**config.mk**
```make
export PLATFORM = sky130hd
export DESIGN_NAME = astropix3_readout_frame_assembler
export DESIGN_NICKNAME = d
export VERILOG_FILES = /design/src/rtl/astropix3_readout_frame_assembler.sv
export SDC_FILE = /design/constraint.sdc
export NUM_CORES = 1
export LEC_CHECK = 0
export BUFFER_PORTS_ARGS = -buffer_cell sky130_fd_sc_hd__buf_4
export CORE_ASPECT_RATIO = 0.6
export CORE_MARGIN = 2
export CORE_UTILIZATION = 50
export CTS_BUF_LIST = sky130_fd_sc_hd__clkbuf_8
export DETAILED_ROUTE_END_ITERATION = 6
export GPL_TIMING_DRIVEN = 0
export PLACE_DENSITY = 0.78
export SYNTH_ARGS = -nofsm -noshare
export SYNTH_HDL_FRONTEND = slang
export SYNTH_SLANG_ARGS = --single-unit
```
**constraint.sdc**
```tcl
create_clock -name clk -period 4.28 [get_ports clk]
set_input_delay 0.214 -clock clk [delete_from_list [all_inputs] [get_ports clk]]
set_output_delay 0.214 -clock clk [all_outputs]
set_load 0.02 [all_outputs]
```
**src/rtl/astropix3_readout_frame_assembler.sv**
```systemverilog
// Astropix3 readout frame assembler: strips idle filler from the MISO byte stream,
// aligns on headers and exposes only fully received frames through a staging FIFO.
module astropix3_readout_frame_assembler #(
  parameter int PAYLOAD_BYTES = 4,
  parameter int FIFO_AW       = 4
) (
  input  logic        clk,
  input  logic        resn,
  input  logic        in_valid,
  input  logic [7:0]  in_data,
  input  logic        stat_clear,
  output logic        out_valid,
  input  logic        out_ready,
  output logic [7:0]  out_data,
  output logic        out_first,
  output logic        out_last,
  output logic [15:0] stat_frames,
  output logic [15:0] stat_drops,
  output logic [15:0] stat_sync_err,
  output logic [1:0]  dbg_state
);

  // Handshake: a byte leaves on every rising edge where out_valid && out_ready;
  // out_data/out_first/out_last hold steady while out_valid && !out_ready.
  // The input side has no backpressure: in_valid alone means a byte is present.

  localparam int DEPTH = 1 << FIFO_AW;
  localparam int PW    = FIFO_AW + 1;
  localparam logic [PW-1:0] PTR_ONE  = PW'(1);
  localparam logic [PW-1:0] PTR_FULL = PW'(DEPTH);
  localparam logic [3:0]    PB       = 4'(PAYLOAD_BYTES);

  typedef enum logic [1:0] {
    ST_HUNT    = 2'd0,
    ST_PAYLOAD = 2'd1,
    ST_DISCARD = 2'd2
  } state_e;

  state_e          state_q, state_d;
  logic [3:0]      rem_q, rem_d;
  logic [PW-1:0]   wr_ptr_q, wr_ptr_d;
  logic [PW-1:0]   commit_ptr_q, commit_ptr_d;
  logic [PW-1:0]   rd_ptr_q, rd_ptr_d;
  logic [9:0]      rd_word_q, rd_word_d;
  logic [15:0]     frames_q, frames_d;
  logic [15:0]     drops_q, drops_d;
  logic [15:0]     sync_err_q, sync_err_d;
  logic [9:0]      mem_q [DEPTH];

  logic            wr_en;
  logic [9:0]      wr_word;
  logic            inc_frames, inc_drops, inc_sync;
  logic            full, pop, is_idle, is_header;
  logic [FIFO_AW-1:0] rd_addr;

  assign is_idle   = (in_data == 8'hBC) || (in_data == 8'hFF);
  assign is_header = (in_data[7:5] == 3'b001);
  // Full uses registered pointers only, so a same-cycle pop cannot make room.
  assign full      = ((wr_ptr_q - rd_ptr_q) == PTR_FULL);
  assign out_valid = (commit_ptr_q != rd_ptr_q);
  assign pop       = out_valid && out_ready;

  always_comb begin
    state_d      = state_q;
    rem_d        = rem_q;
    wr_ptr_d     = wr_ptr_q;
    commit_ptr_d = commit_ptr_q;
    wr_en        = 1'b0;
    wr_word      = '0;
    inc_frames   = 1'b0;
    inc_drops    = 1'b0;
    inc_sync     = 1'b0;
    if (in_valid) begin
      case (state_q)
        ST_HUNT: begin
          if (!is_idle) begin
            if (is_header) begin
              rem_d = PB;
              if (full) begin
                inc_drops = 1'b1;
                wr_ptr_d  = commit_ptr_q;
                state_d   = ST_DISCARD;
              end else begin
                wr_en    = 1'b1;
                wr_word  = {1'b1, 1'b0, in_data};
                wr_ptr_d = wr_ptr_q + PTR_ONE;
                state_d  = ST_PAYLOAD;
              end
            end else begin
              inc_sync = 1'b1;
            end
          end
        end
        ST_PAYLOAD: begin
          rem_d = rem_q - 4'd1;
          if (full) begin
            // Rewind drops the partial frame; remaining bytes are skipped in DISCARD.
            inc_drops = 1'b1;
            wr_ptr_d  = commit_ptr_q;
            state_d   = (rem_q == 4'd1) ? ST_HUNT : ST_DISCARD;
          end else begin
            wr_en    = 1'b1;
            wr_word  = {1'b0, (rem_q == 4'd1), in_data};
            wr_ptr_d = wr_ptr_q + PTR_ONE;
            if (rem_q == 4'd1) begin
              commit_ptr_d = wr_ptr_q + PTR_ONE;
              inc_frames   = 1'b1;
              state_d      = ST_HUNT;
            end
          end
        end
        ST_DISCARD: begin
          rem_d = rem_q - 4'd1;
          if (rem_q == 4'd1) state_d = ST_HUNT;
        end
        default: state_d = ST_HUNT;
      endcase
    end
  end

  // Registered read port prefetches the entry at the next read pointer; the bypass
  // covers a write landing on that slot in the same cycle.
  always_comb begin
    rd_ptr_d  = rd_ptr_q + (pop ? PTR_ONE : '0);
    rd_addr   = rd_ptr_d[FIFO_AW-1:0];
    rd_word_d = (wr_en && (wr_ptr_q[FIFO_AW-1:0] == rd_addr)) ? wr_word : mem_q[rd_addr];
  end

  always_comb begin
    frames_d   = stat_clear ? 16'd0 : frames_q + {15'd0, inc_frames};
    drops_d    = stat_clear ? 16'd0 :
                 (inc_drops && drops_q != 16'hFFFF) ? drops_q + 16'd1 : drops_q;
    sync_err_d = stat_clear ? 16'd0 :
                 (inc_sync && sync_err_q != 16'hFFFF) ? sync_err_q + 16'd1 : sync_err_q;
  end

  always_ff @(posedge clk) begin
    if (wr_en) mem_q[wr_ptr_q[FIFO_AW-1:0]] <= wr_word;
  end

  always_ff @(posedge clk or negedge resn) begin
    if (!resn) begin
      state_q      <= ST_HUNT;
      rem_q        <= '0;
      wr_ptr_q     <= '0;
      commit_ptr_q <= '0;
      rd_ptr_q     <= '0;
      rd_word_q    <= '0;
      frames_q     <= '0;
      drops_q      <= '0;
      sync_err_q   <= '0;
    end else begin
      state_q      <= state_d;
      rem_q        <= rem_d;
      wr_ptr_q     <= wr_ptr_d;
      commit_ptr_q <= commit_ptr_d;
      rd_ptr_q     <= rd_ptr_d;
      rd_word_q    <= rd_word_d;
      frames_q     <= frames_d;
      drops_q      <= drops_d;
      sync_err_q   <= sync_err_d;
    end
  end

  assign out_first     = rd_word_q[9];
  assign out_last      = rd_word_q[8];
  assign out_data      = rd_word_q[7:0];
  assign stat_frames   = frames_q;
  assign stat_drops    = drops_q;
  assign stat_sync_err = sync_err_q;
  assign dbg_state     = state_q;

endmodule
```
==> flow_metrics.tcl, run 1 <==
set metrics [dict create \
    outcome "completed" \
    worstSetupPathType "register to register" \
    fillers 1607 \
    portBuffers 73 \
    relSlewSlack_pct 21.40 \
    ys_types 64 \
    drc 0 \
    start_util_pct 50.94 \
    grt.met2_usage_pct 28.63 \
    avgSynthCellArea_um2 14.10 \
    leakage_nw 4.672 \
    period_share_pct 89.49 \
    power.density_nw_per_um2 623.8 \
    regArea_um2 6782 \
    diodes 0 \
    cts_sinks 239 \
    worst_pin_slew_ns 1.175 \
    synthXorXnorAreaFrac_pct 2.452 \
    io_pins 74 \
    critPathArrivalTime_ns 4.24 \
    grt_start_max_net_pins 80 \
    hold_path_class "primary input to register" \
    rsz0062_at_grt "false" \
    reg2reg_slack_ns 0.45 \
    yosysTopAreaCell "edfxtp_1" \
    final.min_clock_period_ns 3.830 \
    grt_antenna_before_repair 0 \
    syn_area_um2 10710 \
    synth_compound_area_share_pct 7.030 \
    first_pass_iters 5 \
    synthArstFlopShare_pct 33.05 \
    hold-worst-slack_ns 0.1076 \
    ys.flop_type "edfxtp_1" \
    synth_top_family_by_area "simple AND/OR/NAND/NOR gates" \
    ys_seq_elements 239 \
    synth_mux_area_share_pct 10.57 \
    synthesis.nets 793 \
    root_buffer "clkbuf_8" \
    numCtsBuffers 36 \
    fin_nets 913 \
    grt_pass1_wl_um 38570 \
    finalHoldViolations 0 \
    grt-busiest-layer "met1" \
    rows 41 \
    clockBufferDepth 3 \
    yosys.area_share.simple_pct 11.76 \
    final_antenna_net_count 0 \
    startpoint_type "register" \
    drive_gt1_share_pct 24.06 \
    worstSkewPairLatency_ns 0.53 \
    grt_overflow 0 \
    vias 7108 \
    grt_util_met3_pct 6.705 \
    max_cap_violations 0 \
    fp.dieArea_um2 22650 \
    yosys.area.top_type_share_pct 44.84 \
    ys_seq_area_share_pct 63.30 \
    die_y_um 117.4 \
    setup-violations-final 0 \
    synth_fa_ha_area_share_pct 2.336 \
    syn_inst 760 \
    fmax_ghz 0.2611 \
    routed_wl_um 25370 \
    cts-htree-levels 2 \
    endpoint_kind "register" \
    yosysWarnings 0 \
    critPathRequiredTime_ns 4.69 \
    synth_top_cells_by_area "edfxtp_1 45%, dfrtp_1 18%, mux4_2 8.4%" \
    layout.cells.most_common_list "160 x edfxtp_1, 79 x dfrtp_1, 77 x buf_4, 46 x nand2_1, 44 x clkbuf_8" \
    setup_tns_ns 0 \
    grt_pass1_vias 6699 \
    max-vdd-ir-drop_v 0.0003621 \
    report.final.slew_viol_count 0 \
    final_common_cell "edfxtp_1" \
    viasPerCell 5.998 \
    post_drt_wl_per_cell_um 21.41 \
    die_x_um 193.0 \
    use_met1_pct 37.81 \
    grt_use_total_pct 22.58 \
    drt_iter0_drc 749 \
    cp_max_fo 10 \
    gp_congestion 0.8624 \
    cts_tree "built" \
    synth_edf_count 160 \
    multiInputGateArea_um2 3686 \
    post-dp-hpwl_um 17660 \
    clk_pin_slew_ns 0.07 \
    core_um2 21030 \
    finalClockSkew_ns 0.01649 \
    cts_setup_buffers 0 \
    area_growth_pct 15.98 \
]
sequential cells by signal, indices dropped and copies added (netlist names), 4 cells and up:
signal and flops:
commit_ptr_q 5, mem_q 160, rd_ptr_q 5, rd_word_q 10
stat_drops 16, wr_ptr_q 5, rem_q 4, stat_sync_err 16
stat_frames 16
synthesized netlist by cell type, types with 17 or more instances:
cell        n
mux4_2     40
inv_1      29
edfxtp_1  160
and2_1     18
xor2_1     18
mux2_2     17
ha_1       20
nor2_1     30
nand2_1    46
and3_1     18
o21ai_0    26
nand3_1    24
dfrtp_1    79
clkbuf_1   23
a21oi_1    32
metal layers:
layer	wire [µm]	vias up
li1	-	3165
met1	12100	3600
met2	10050	312
met3	2889	31
met4	338	0
met5	0	-
final timing paths:
check | startpoint | to | depth (start not counted)
min in group asynchronous | resn | stat_frames[8] | 2
min | stat_clear | stat_sync_err[10] | 3
max | rd_ptr_q[1] | rd_word_q[3] | 12
min reg2reg | rem_q[3] | rem_q[3] | 2
max reg2reg | rd_ptr_q[1] | rd_word_q[3] | 12
max in group asynchronous | resn | rd_word_q[1] | 2
logic make-up after synthesis:
family                     count (synthesis)
DFF                                      239
buffers and inverters                     66
adders and majority gates                 20
muxes                                     61
xor gates and xnor gates                  30
AOI/OAI and AO/OA                        117
and+or+nand+nor                          227
through the flow:
| step | power (mW) | utilization, % | instances | cell area (µm²) | setup WS (ns) |
|---|---|---|---|---|---|
| after floorplan | 4.957 | - | 760 | 10710 | 1.104 |
| after global placement | 5.835 | 55.21 | 1112 | 11610 | -0.03095 |
| after detailed placement | 5.907 | 55.46 | 1115 | 11660 | 0.2860 |
| after CTS | 7.743 | 59.07 | 1185 | 12420 | 0.2763 |
| after global routing | 8.118 | 59.08 | 1185 | 12430 | 0.1532 |
| final | 7.752 | 59.08 | 1185 | 12430 | 0.4496 |
power breakdown:
group / total [mW] / internal, mW / switching, mW
logic: 3.02 / 1.25 / 1.77
clock network: 1.84 / 0.938 / 0.899
registers: 2.89 / 2.73 / 0.158
total: 7.75 / 4.92 / 2.83
layout make-up:
class	count	share of cell area (%)
repair buffers	82	5.105
flip-flops and latches	239	54.58
inverters	29	0.8760
plain buffers	37	1.339
clock buffers	44	4.874
multi-input cells	455	29.66
clock inverters	20	0.7552
well taps	279	2.809
critical path, cell delays in order, from the launching register on:
cell     delay [ns]
dfrtp_1        0.42
xor2_1         0.17
nor3_1         0.19
nand3_1        0.20
and2_1         0.27
ha_1           0.23
ha_1           0.43
buf_2          0.34
buf_1          0.52
mux4_2         0.40
nand2_1        0.11
a31oi_1        0.12
mux2_2         0.30
what timing repair did:
action,CTS,global route
hold buffers,6,0
resized for setup,0,2
endpoints found under the hold margin,84,0
endpoints found under the setup margin,0,1
Power figures use the tool's default switching activity.
==> run 2, diff against run 1 <==
--- a/config.mk
+++ b/config.mk
@@ -13,6 +13,7 @@
 export DETAILED_ROUTE_END_ITERATION = 6
 export GPL_TIMING_DRIVEN = 0
 export PLACE_DENSITY = 0.78
+export RECOVER_POWER = 100
 export SYNTH_ARGS = -nofsm -noshare
 export SYNTH_HDL_FRONTEND = slang
 export SYNTH_SLANG_ARGS = --single-unit
==> run 2 against run 1 <==
The flow now finishes with violations (max-capacitance violations, max-slew violations). Flip-flop and latch count unchanged. Die area unchanged. Final cell count unchanged.
==> flow_metrics.tcl, run 2 (synthesized netlist as in run 1, its figures left out) <==
set metrics [dict create \
    cts-htree-levels 2 \
    worstSetupPathType "register to register" \
    cp_num_buf_inv 3 \
    grt_pass1_wl_um 38570 \
    die_x_um 193.0 \
    numCtsBuffers 36 \
    violations "max-capacitance violations, max-slew violations" \
    worst_pin_slew_ns 2.008 \
    max-vdd-ir-drop_v 0.0003280 \
    placed_cells 1115 \
    largest_register_ff_count 160 \
    post-dp-hpwl_um 17660 \
    cts_tree "built" \
    fp.dieArea_um2 22650 \
    cpMaxStageDelayCell "mux4_2" \
    post_drt_wl_per_cell_um 21.52 \
    layout.cells.most_common_list "160 x edfxtp_1, 90 x clkbuf_1, 79 x dfrtp_1, 46 x nand2_1, 44 x clkbuf_8" \
    setup_tns_ns 0 \
    drt_iter0_drc 813 \
    cpMostUsedCell "nand2_1" \
    crit_chain "xor2_1 > nor3_1 > nand3_1 > and2_0 > ha_1 > buf_2 > buf_4 > clkbuf_2 > mux4_2 > nand2_1 > nand2_1 > o21ai_0 > mux2i_1" \
    final_antenna_net_count 0 \
    vias 7094 \
    grt_start_max_net_pins 80 \
    endpoint_kind "register" \
    startpoint "rd_ptr_q[1]" \
    routed_wl_um 25500 \
    fillers 1683 \
    cts_sinks 239 \
    viasPerCell 5.986 \
    portBuffers 73 \
    critPathCapture "rd_word_q[5]" \
    first_pass_iters 5 \
    reg2reg_depth 13 \
    start_util_pct 50.94 \
    finalClockSkew_ns 0.01464 \
    slowest_delay_ns 0.60 \
    power.density_nw_per_um2 632.4 \
    rsz0062_at_grt "false" \
    drc 0 \
    io_pins 74 \
    rows 41 \
    root_buffer "clkbuf_8" \
    crit_family "simple AND/OR/NAND/NOR gates" \
    critPathArrivalTime_ns 4.33 \
    period_share_pct 93.09 \
    startpoint_type "register" \
    final.min_clock_period_ns 3.984 \
    finalHoldViolations 0 \
    final_common_cell "edfxtp_1" \
    clockBufferDepth 3 \
    max_cap_violations 4 \
    worstSkewPairLatency_ns 0.52 \
    relSlewSlack_pct -33.87 \
    drive_gt1_share_pct 15.56 \
    outcome "finished with violations" \
    cts_setup_buffers 0 \
    grt_pass1_vias 6699 \
    clk_pin_slew_ns 0.07 \
    r2r-end "rd_word_q[5]" \
    hold_path_class "primary input to register" \
    reg2reg_slack_ns 0.30 \
    gp_congestion 0.8624 \
    diodes 0 \
    fmax_ghz 0.2510 \
    core_um2 21030 \
    cp_max_fo 10 \
    grt_antenna_before_repair 0 \
    critPathRequiredTime_ns 4.63 \
    area_growth_pct 13.18 \
    die_y_um 117.4 \
    stdcell_count 1185 \
    fin_nets 913 \
    setup-violations-final 0 \
    leakage_nw 4.385 \
    r2r_start "rd_ptr_q[1]" \
    report.final.slew_viol_count 109 \
    grt_overflow 0 \
    grt_use_total_pct 22.58 \
    path_depth 13 \
]
[run 2: changes by cell type in the layout (fill, tap and decap cells not counted), sizes merged]
cell	before	now
buf	89	19
clkbuf	68	138
[run 2: per-stage QoR]
step,power (mW),instance area (µm²),hold WS (ns),setup slack [ns],util (%)
floorplan,4.957,10710,-0.08159,1.104,-
detailed placement,5.907,11660,0.4503,0.2860,55.46
CTS,7.743,12420,0.09698,0.2763,59.07
global placement,5.835,11610,0.4396,-0.03095,55.21
global route,8.038,12130,0.1208,0.09120,57.66
finish,7.669,12130,0.1123,0.2957,57.66
[run 2: routing by layer]
layer / vias to the layer above / global-route usage (%) / wire length [µm] / share of wire, %
met5: - / 0 / 0 / 0
met4: 0 / 4.356 / 334 / 1.3
met3: 32 / 6.705 / 3150 / 12
met2: 342 / 28.63 / 10060 / 39
met1: 3558 / 37.81 / 11960 / 47
li1: 3162 / - / - / -
[run 2: worst min-delay path by stage]
stage,start,endpoint,slack (ns),depth (start not counted)
after floorplan,resn,commit_ptr_q[0],-0.08,0
after global placement,resn,stat_frames[9],0.44,1
after detailed placement,resn,stat_frames[8],0.45,1
after CTS,stat_clear,stat_sync_err[10],0.1,3
after global routing,stat_clear,stat_drops[11],0.12,3
final,stat_clear,stat_sync_err[10],0.11,3
[run 2: where the power goes]
group / switching [mW] / internal, mW / total, mW
combinational: 1.76 / 1.18 / 2.95
sequential: 0.158 / 2.73 / 2.89
clock: 0.891 / 0.938 / 1.83
total: 2.81 / 4.86 / 7.67
[run 2: worst register-to-register path, stage by stage (launching register included)]
cell	delay, ns
dfrtp_1	0.42
xor2_1	0.17
nor3_1	0.20
nand3_1	0.23
and2_0	0.33
ha_1	0.35
buf_2	0.21
buf_4	0.28
clkbuf_2	0.42
mux4_2	0.60
nand2_1	0.09
nand2_1	0.05
o21ai_0	0.27
mux2i_1	0.21
[run 2: area by class of cell]
type                    count  area (µm²)  share of cell area (%)
clock buffers              44       605.6                   4.994
multi-input cells         455        3637                   29.99
clock inverters            20       93.84                  0.7738
inverters                  29       108.9                  0.8976
plain buffers              37       162.7                   1.341
repair buffers             82       387.9                   3.199
flip-flops and latches    239        6782                   55.92
well taps                 279       349.1                   2.879
[run 2: what timing repair did]
item / CTS / global route
hold buffers: 6 / 0
endpoints found under the hold margin: 84 / 0
resized for setup: 0 / 2
setup endpoints to repair: 0 / 1
